--- config.mk ---
export PLATFORM = sky130hd
export DESIGN_NAME = cache_ctrl_wb
export DESIGN_NICKNAME = d
export VERILOG_FILES = /design/src/rtl/cache_ctrl_wb.sv
export SDC_FILE = /design/constraint.sdc
export NUM_CORES = 1
export LEC_CHECK = 0
export CORE_AREA = 3 3 142 144
export DETAILED_ROUTE_END_ITERATION = 10
export DIE_AREA = 0 0 145 147
export MAX_ROUTING_LAYER = met4
export PLACE_DENSITY = 0.7
export SLEW_MARGIN = 20
export SYNTH_ARGS = -nofsm -noshare
export SYNTH_HDL_FRONTEND = slang
export SYNTH_SLANG_ARGS = --single-unit
--- constraint.sdc ---
create_clock -name clk -period 8.05 [get_ports clk]
set_input_delay 1.61 -clock clk [delete_from_list [all_inputs] [get_ports clk]]
set_output_delay 1.61 -clock clk [all_outputs]
set_load 0.005 [all_outputs]
--- src/rtl/cache_ctrl_wb.sv ---
// cache_ctrl_wb: write-back, direct-mapped cache controller, one word per line.
//   Serves flush/nop/read/write (optionally indirect) requests and talks to RAM
//   through held enables that wait for ram_ready, so any RAM latency works.
// Latency: nop +1, hit or clean write-miss +2, clean read miss 3 + FILL cycles,
//   clean flush LINES+1 (cycles counted from the accept edge).
// Backpressure: req_ready only in IDLE; req_valid while not ready is ignored.
// Ports: clk/rst (sync, active-high); req_* request port; resp_valid/resp_data
//   completion pulse; ram_* backing-memory handshake; hit_count/miss_count
//   saturating lookup counters.
module cache_ctrl_wb #(
  parameter int DATA_W  = 8,
  parameter int ADDR_W  = 8,
  parameter int INDEX_W = 3
) (
  input  logic              clk,
  input  logic              rst,
  input  logic              req_valid,
  input  logic [1:0]        req_op,
  input  logic              req_indirect,
  input  logic [ADDR_W-1:0] req_addr,
  input  logic [DATA_W-1:0] req_wdata,
  output logic              req_ready,
  output logic              resp_valid,
  output logic [DATA_W-1:0] resp_data,
  output logic              ram_rd_en,
  output logic              ram_wr_en,
  output logic [ADDR_W-1:0] ram_addr,
  output logic [DATA_W-1:0] ram_wdata,
  input  logic [DATA_W-1:0] ram_rdata,
  input  logic              ram_ready,
  output logic [15:0]       hit_count,
  output logic [15:0]       miss_count
);

  localparam int LINES = 1 << INDEX_W;
  localparam int TAG_W = ADDR_W - INDEX_W;

  localparam logic [2:0] S_IDLE       = 3'd0;
  localparam logic [2:0] S_LOOKUP     = 3'd1;
  localparam logic [2:0] S_EVICT      = 3'd2;
  localparam logic [2:0] S_FILL       = 3'd3;
  localparam logic [2:0] S_FLUSH_SCAN = 3'd4;
  localparam logic [2:0] S_FLUSH_WB   = 3'd5;
  localparam logic [2:0] S_RESP       = 3'd6;

  logic [2:0]        state_q, state_d;
  logic [ADDR_W-1:0] addr_q, addr_d;
  logic [DATA_W-1:0] wdata_q, wdata_d;
  logic              is_wr_q, is_wr_d;
  logic              ind_q, ind_d;
  logic [INDEX_W-1:0] scan_q, scan_d;
  logic [LINES-1:0]  valid_q, valid_d;
  logic [LINES-1:0]  dirty_q, dirty_d;
  logic [DATA_W-1:0] resp_data_q, resp_data_d;
  logic [15:0]       hit_q, hit_d;
  logic [15:0]       miss_q, miss_d;

  // Tag and data arrays carry no reset: a line is meaningless until valid.
  logic [TAG_W-1:0]  tag_q  [LINES];
  logic [DATA_W-1:0] data_q [LINES];

  logic              line_we;
  logic [INDEX_W-1:0] line_idx;
  logic [TAG_W-1:0]  line_tag;
  logic [DATA_W-1:0] line_data;

  logic [INDEX_W-1:0] idx;
  logic [TAG_W-1:0]  tag;
  logic              hit;
  logic [ADDR_W-1:0] ptr;

  assign idx = addr_q[INDEX_W-1:0];
  assign tag = addr_q[ADDR_W-1:INDEX_W];
  assign hit = valid_q[idx] && (tag_q[idx] == tag);

  // Pointer value read from a cached word, fitted to the address width.
  generate
    if (DATA_W >= ADDR_W) begin : g_ptr_trunc
      assign ptr = data_q[idx][ADDR_W-1:0];
    end else begin : g_ptr_zext
      assign ptr = {{(ADDR_W-DATA_W){1'b0}}, data_q[idx]};
    end
  endgenerate

  always_comb begin
    state_d     = state_q;
    addr_d      = addr_q;
    wdata_d     = wdata_q;
    is_wr_d     = is_wr_q;
    ind_d       = ind_q;
    scan_d      = scan_q;
    valid_d     = valid_q;
    dirty_d     = dirty_q;
    resp_data_d = resp_data_q;
    hit_d       = hit_q;
    miss_d      = miss_q;
    line_we     = 1'b0;
    line_idx    = idx;
    line_tag    = tag;
    line_data   = wdata_q;

    case (state_q)
      S_IDLE: begin
        if (req_valid) begin
          addr_d      = req_addr;
          wdata_d     = req_wdata;
          is_wr_d     = req_op[0];
          ind_d       = req_indirect & req_op[1];
          resp_data_d = '0;
          case (req_op)
            2'b00: begin
              scan_d  = '0;
              state_d = S_FLUSH_SCAN;
            end
            2'b01:   state_d = S_RESP;
            default: state_d = S_LOOKUP;
          endcase
        end
      end

      S_LOOKUP: begin
        if (hit) begin
          if (hit_q != 16'hFFFF) hit_d = hit_q + 16'd1;
          if (ind_q) begin
            // Dereference and re-run the lookup on the pointed-to address.
            addr_d = ptr;
            ind_d  = 1'b0;
          end else if (!is_wr_q) begin
            resp_data_d = data_q[idx];
            state_d     = S_RESP;
          end else begin
            line_we       = 1'b1;
            dirty_d[idx]  = 1'b1;
            state_d       = S_RESP;
          end
        end else begin
          if (miss_q != 16'hFFFF) miss_d = miss_q + 16'd1;
          if (valid_q[idx] && dirty_q[idx]) begin
            state_d = S_EVICT;
          end else if (is_wr_q && !ind_q) begin
            // Whole-word write: no need to fetch the old contents.
            line_we      = 1'b1;
            valid_d[idx] = 1'b1;
            dirty_d[idx] = 1'b1;
            state_d      = S_RESP;
          end else begin
            state_d = S_FILL;
          end
        end
      end

      S_EVICT: begin
        if (ram_ready) begin
          dirty_d[idx] = 1'b0;
          state_d      = S_LOOKUP;
        end
      end

      S_FILL: begin
        if (ram_ready) begin
          line_we      = 1'b1;
          line_data    = ram_rdata;
          valid_d[idx] = 1'b1;
          dirty_d[idx] = 1'b0;
          state_d      = S_LOOKUP;
        end
      end

      S_FLUSH_SCAN: begin
        if (valid_q[scan_q] && dirty_q[scan_q]) begin
          state_d = S_FLUSH_WB;
        end else begin
          valid_d[scan_q] = 1'b0;
          dirty_d[scan_q] = 1'b0;
          if (&scan_q) begin
            state_d = S_RESP;
          end else begin
            scan_d  = scan_q + 1'b1;
            state_d = S_FLUSH_SCAN;
          end
        end
      end

      S_FLUSH_WB: begin
        if (ram_ready) begin
          valid_d[scan_q] = 1'b0;
          dirty_d[scan_q] = 1'b0;
          if (&scan_q) begin
            state_d = S_RESP;
          end else begin
            scan_d  = scan_q + 1'b1;
            state_d = S_FLUSH_SCAN;
          end
        end
      end

      S_RESP:  state_d = S_IDLE;
      default: state_d = S_IDLE;
    endcase
  end

  always_ff @(posedge clk) begin
    if (rst) begin
      state_q     <= S_IDLE;
      addr_q      <= '0;
      wdata_q     <= '0;
      is_wr_q     <= 1'b0;
      ind_q       <= 1'b0;
      scan_q      <= '0;
      valid_q     <= '0;
      dirty_q     <= '0;
      resp_data_q <= '0;
      hit_q       <= '0;
      miss_q      <= '0;
    end else begin
      state_q     <= state_d;
      addr_q      <= addr_d;
      wdata_q     <= wdata_d;
      is_wr_q     <= is_wr_d;
      ind_q       <= ind_d;
      scan_q      <= scan_d;
      valid_q     <= valid_d;
      dirty_q     <= dirty_d;
      resp_data_q <= resp_data_d;
      hit_q       <= hit_d;
      miss_q      <= miss_d;
    end
  end

  always_ff @(posedge clk) begin
    if (line_we) begin
      tag_q[line_idx]  <= line_tag;
      data_q[line_idx] <= line_data;
    end
  end

  // RAM side is decoded from state so enables fall as soon as state leaves
  // EVICT/FILL/FLUSH_WB, including on reset; only one can be high at a time.
  always_comb begin
    ram_rd_en = 1'b0;
    ram_wr_en = 1'b0;
    ram_addr  = '0;
    ram_wdata = '0;
    case (state_q)
      S_FILL: begin
        ram_rd_en = 1'b1;
        ram_addr  = addr_q;
      end
      S_EVICT: begin
        ram_wr_en = 1'b1;
        ram_addr  = {tag_q[idx], idx};
        ram_wdata = data_q[idx];
      end
      S_FLUSH_WB: begin
        ram_wr_en = 1'b1;
        ram_addr  = {tag_q[scan_q], scan_q};
        ram_wdata = data_q[scan_q];
      end
      default: ;
    endcase
  end

  assign req_ready  = (state_q == S_IDLE) && !rst;
  assign resp_valid = (state_q == S_RESP);
  assign resp_data  = resp_data_q;
  assign hit_count  = hit_q;
  assign miss_count = miss_q;

endmodule

# ---- Yosys cells after proc, flatten, opt, wreduce, memory -nomap -nowiden
# Memories as Yosys holds them, arrays and structs flattened. A register that Yosys moved wholly into a read port is not among the register bits.
# Index checks and enable logic that the tools add are counted.
dict set report totals {
  register_bits 80
  latchBits 0
  ramBits 104
  romBits 0
  input_bits 31
  output_inout_bits 60
  word_cells 164
  n_memories 2
}
# memory words width rd rd_clocked_by_memory_dff wr line_no
set memory_table {}
lappend memory_table {data_q 8 8 2 2 1 60} ;# logic [DATA_W-1:0] data_q [LINES];
lappend memory_table {tag_q 8 5 2 2 1 59} ;# logic [TAG_W-1:0] tag_q [LINES];
dict set report op_classes {
  addsub 3
  mul 0
  div_mod_pow 0
  order_cmp 4
  eq_ne 27
  shift 0
  mux 80
  bitwise 9
  n_reduce_logical 28
}
# op n
set ops {}
lappend ops {{8-bit 2-to-1 mux} 23}
lappend ops {{8-bit one-hot mux with 4 select lines} 2}
lappend ops {{3-bit 2-to-1 mux} 20}
lappend ops {{8-bit one-hot mux with 2 select lines} 3}
lappend ops {{16-bit by 1-bit adder with 16-bit output (second input constant)} 2}
lappend ops {{16-bit inequality test (second input constant)} 2}
lappend ops {{8-bit bitwise AND} 3}
lappend ops {{8-bit one-hot mux with 3 select lines} 1}
lappend ops {{2-bit inequality test (second input constant)} 11}
lappend ops {{1-bit 2-to-1 mux} 18}
lappend ops {{8-bit inverter} 2}
lappend ops {{8-bit OR} 2}
lappend ops {{3-bit one-hot mux with 5 select lines} 1}
lappend ops {{1-bit binary-select mux with 3-bit select} 4}
lappend ops {{3-bit inequality test (second input constant)} 4}
lappend ops {{3-bit AND reduction} 4}
lappend ops {{5-bit AND reduction} 2}
lappend ops {{3-bit == test (second input constant)} 3}
lappend ops {{3-bit one-hot mux with 3 select lines} 1}
lappend ops {{3-bit by 4-bit < comparator with 1-bit output (second input constant)} 2}
lappend ops {{4-bit AND reduction} 2}
lappend ops {{8-bit AND reduction} 1}
lappend ops {{4-bit nonzero test} 2}
lappend ops {{1-bit logical AND} 7}
lappend ops {{other kinds (21)} 29}

# ---- Logic depth before layout (Yosys ltp)
dict set report depth {
  word_depth 9
  ltp_mapped 11
  ltp_nobuf 7
}

# ---- Worst setup path before layout
# No wires, ideal clock.
dict set report synth_path {
  kind {input to output}
  start {input rst}
  end {output req_ready}
  arrival_time_ns 2.511
  required_ns 6.440
  slack_ns 3.929
  cell_stages 4
  path_buffers 3
  cell_sequence {clkbuf_1 -> clkbuf_1 -> buf_1 -> nor4_1}
}
dict set report synth_via {
  elab_chain_len 2
}
# item line_no
set synth_rtl {}
lappend synth_rtl {{from (decl)} 16} ;# input logic rst,
lappend synth_rtl {{1-bit logical NOT} 263} ;# assign req_ready = (state_q == S_IDLE) && !rst;
lappend synth_rtl {{1-bit logical AND} 263}
lappend synth_rtl {{to (decl)} 22} ;# output logic req_ready,
# Every way passes these cells.

# ---- Worst setup path after layout
dict set report layout_path {
  start {register state_q[2]}
  end {output ram_wdata[7]}
}
dict set report layout_via {
  elab_chain_len 2
  word_cells_on_any_way 3
  cone_classes {eq/ne (2); mux (1)}
}
# item line_no
set layout_rtl {}
lappend layout_rtl {{from (decl)} 46} ;# logic [2:0] state_q, state_d;
lappend layout_rtl {{from (signal assigned)} 216} ;# state_q <= state_d;
lappend layout_rtl {{3-bit == test or 3-bit by 2-bit == test with 1-bit output (tied branches)} 244} ;# case (state_q)
lappend layout_rtl {{8-bit one-hot mux with 2 select lines (*)} 244}
lappend layout_rtl {{to (decl)} 28} ;# output logic [DATA_W-1:0] ram_wdata,
# Mark *: on every way between the ends. The rest lies on a longest branch, timed or not.

==> results by group <==
Worst setup path
  – Crit path DAT: 3.25 ns
  – Worst Setup End Kind: output port
  – Critical Path Start Type: flop
  – Path depth of the worst reg2reg path: 8
  – WS Path Type: reg2out
  – CP Data Required Time: 6.44 ns
  – CP Cell Sequence: nor2b_1 > nand2_1 > o22ai_1 > clkdlybuf4s50_1
  – Slowest cell on the critical path: nand2_1
  – Max FO, Critical Path: 16
  – Max stage delay on crit path: around 0.64 ns

Synthesis
  – Async set-reset flop share out of synthesis: 0
  – Synth Instances: between 800 and 900
  – Synth warnings: 0
  – Multiplexer share of the synthesized area: 0.182
  – Yosys top cell by area: edfxtp_1
  – Prevailing post-synth register cell: edfxtp_1
  – Largest family of logic cells by synthesized area: multiplexers
  – Synth area leaders: edfxtp_1, dfxtp_1, mux4_2
  – Post-Synth XOR/XNOR Area: 0.0144
  – Mapped cell area: 0.00946 mm²
  – Net Count, Synth: 846
  – Library cells used by synthesis: 63
  – Synth Area in Simple Gates: 0.123
  – Synthesized flop and latch total: 190
  – Yosys top cell area share: 0.330
  – Syn Area/Cell: 11.6 µm²
  – Synth Area in Adders: 0.00397
  – Sequential-to-total area share from yosys stat: 0.512
  – EDFF count, synth: between 100 and 150
  – Synth Area in Compound Gates: 0.129

CTS
  – CTS resizes: 0
  – CTS Sinks: 190
  – Worst skew pair latency: 0.43 ns
  – Worst-path clk slew: 0.07 ns
  – Clk buf depth: 2
  – CTS Buf Count: 17
  – CTS tree: yes
  – Clk root buf: clkbuf_16
  – Hold Buf Count CTS: 0
  – Setup Fix Bufs, Post-CTS: 0
  – H-Tree Depth: 4

Drt
  – # DRC: 0
  – Iter 0 DRT Violations: just over 600
  – Wirelength per Cell: 21.1 µm
  – Post-DRT Antenna Nets: 0
  – Routed via count: 6,986
  – Post-Route WL: about 24,000 µm
  – DR pass1 iterations: 5
  – DR vias/cell: 6.08

Global routing
  – Total GRT Usage: 0.234
  – Pin count of the biggest net entering global routing: 83
  – Initial antenna violation count: 0
  – Global-route wire length before repair: ~38,000 µm
  – Vias in the first global route: 6,808
  – Grt ovf: 0

Cells and area
  – Finished Cell Area: about 0.011 mm²
  – Area grow syn2layout: 17.7%
  – Diodes inserted: 0
  – Layout cells sized above 1: 0.142
  – Fin util: 0.591
  – Nets: 910
  – # fillers: approximately 1,500

Placed design
  – Port buffer count: 90
  – HPWL Detailed: 16,400 µm
  – Placed inst area: roughly 0.011 mm²
  – GPL Wtd Cong: 0.873

Power
  – Power per cell area: 277 mW/mm²
  – P_leak: between 0.003 and 0.004 µW
  – Max VDD drop: about 180 µV

Timing
  – Setup_tns: 0 ns
  – Fin. Hold Viols: 0
  – Fmax: roughly 0.21 GHz
  – Endpoints failing setup: 0
  – Fin. max-slew vios: 0
  – Unrepaired setup endpoints after global routing: no
  – Relative slew slack: 0.306
  – Minimum clock period after layout: 4.86 ns
  – Worst slew pin tran: 1.04 ns
  – Fin crit share: 0.604
  – Setup Skew: 0.0105 ns

Outcome
  – Outcome: finished clean

Die
  – Die width: 145 µm
  – Initial Util: 0.502
  – Die H: between 100 and 150 µm
  – # IOs: 91
  – Num rows: 50
  – Die area: around 0.021 mm²
  – Core ar.: 0.0188 mm²

Min path
  – Hold Crit Class: reg2reg
  – Worst hold path depth: 2

Job
  – Max Cap Viol: 0
cells in the mapped netlist, types with 5 or more instances:
| cell | number |
|---|---|
| edfxtp_1 | 104 |
| dfxtp_1 | 86 |
| nor2_1 | 62 |
| a21oi_1 | 57 |
| mux4_2 | 48 |
| mux2i_1 | 47 |
| nand2_1 | 45 |
| clkbuf_1 | 41 |
| nand3_1 | 28 |
| inv_1 | 25 |
| o21ai_0 | 23 |
| o22ai_1 | 17 |
| o31ai_1 | 17 |
| a211o_1 | 16 |
| mux2_2 | 15 |
| or3_1 | 15 |
| nor3_1 | 14 |
| and3_1 | 13 |
| nor2b_1 | 13 |
| buf_1 | 9 |
| nand2b_1 | 8 |
| o211ai_1 | 8 |
| o2bb2ai_1 | 8 |
| nor4_1 | 7 |
| xor2_1 | 7 |
| nand3b_1 | 6 |
| a41oi_1 | 5 |
| buf_2 | 5 |
final timing paths:
check | start | endpoint | slack (ns)
worst min register to register | wdata_q[0] | wdata_q[0] | 0.46
worst max register to register | flop | data_q[0][2] | 3.95
worst max-delay path | state_q[2] | ram_wdata[7] | 3.19
worst min-delay path | wdata_q[0] | wdata_q[0] | 0.46
state kept, by name, indices dropped and copies added (netlist names), named ones only:
name and count:
data_q 64, tag_q 40, hit_count 16, miss_count 16, addr_q 8, dirty_q 8, resp_data 8, valid_q 8
wdata_q 8, scan_q 3, state_q 3, ind_q 1, is_wr_q 1
area by class of cell:
class	count	area, µm²	share of cell area
multi-input cells	540	4290	0.385
inverters	25	93.8	0.00843
clock inverters	15	164	0.0147
repair buffers	102	986	0.0886
well taps	260	325	0.0292
flip-flops and latches	190	4850	0.435
clock buffers	17	425	0.0382
placed cells by master, fill, tap and decap left out, types with 22 or more instances in the layout:
cell               n
edfxtp_1         104
clkdlybuf4s50_1   89
dfxtp_1           84
nor2_1            59
a21oi_1           57
mux4_2            48
mux2i_1           47
nand2_1           45
nand3_1           28
inv_1             25
o21ai_0           22
metrics by stage:
stage               std cells  worst slack (ns)  power (µW)  hold WS, ns
floorplan                 812              3.93        1940        0.433
finish                   1149              3.19        3080        0.458
CTS                      1149              3.22        3080        0.457
global placement         1117              3.63        2240        0.439
global route             1149              3.04        3220        0.474
detailed placement       1117              3.64        2250        0.446
routing by layer:
metal  GRT usage  vias to the layer above  wire (µm)
li1            -                     3249          -
met1       0.316                     3456      10700
met3      0.0342                       40       1360
met5           -                        -          0
met2       0.368                      241      11600
met4      0.0808                        0        479
worst max-delay path, delay by kind of cell (launching register included):
| family | cells | cell delay (ns) |
|---|---|---|
| buffers and inverters | 1 | 0.57 |
| AOI/OAI and AO/OA | 1 | 0.44 |
| DFF | 1 | 0.58 |
| and+or+nand+nor | 2 | 1.22 |
where the power goes:
part | switching [µW] | internal [µW] | total, µW
Sequential | 150 | 1120 | 1270
Clock | 400 | 444 | 844
Combinational | 539 | 427 | 966
Total | 1090 | 1990 | 3080
logic make-up after synthesis:
logic type	after synthesis
buffers and inverters	82
adder cells (fa/ha/maj)	3
flip-flops	190
AND/OR/NAND/NOR	232
multiplexers	110
AO/OA/AOI/OAI	182
XOR/XNOR	13
Power figures use the tool's default switching activity.
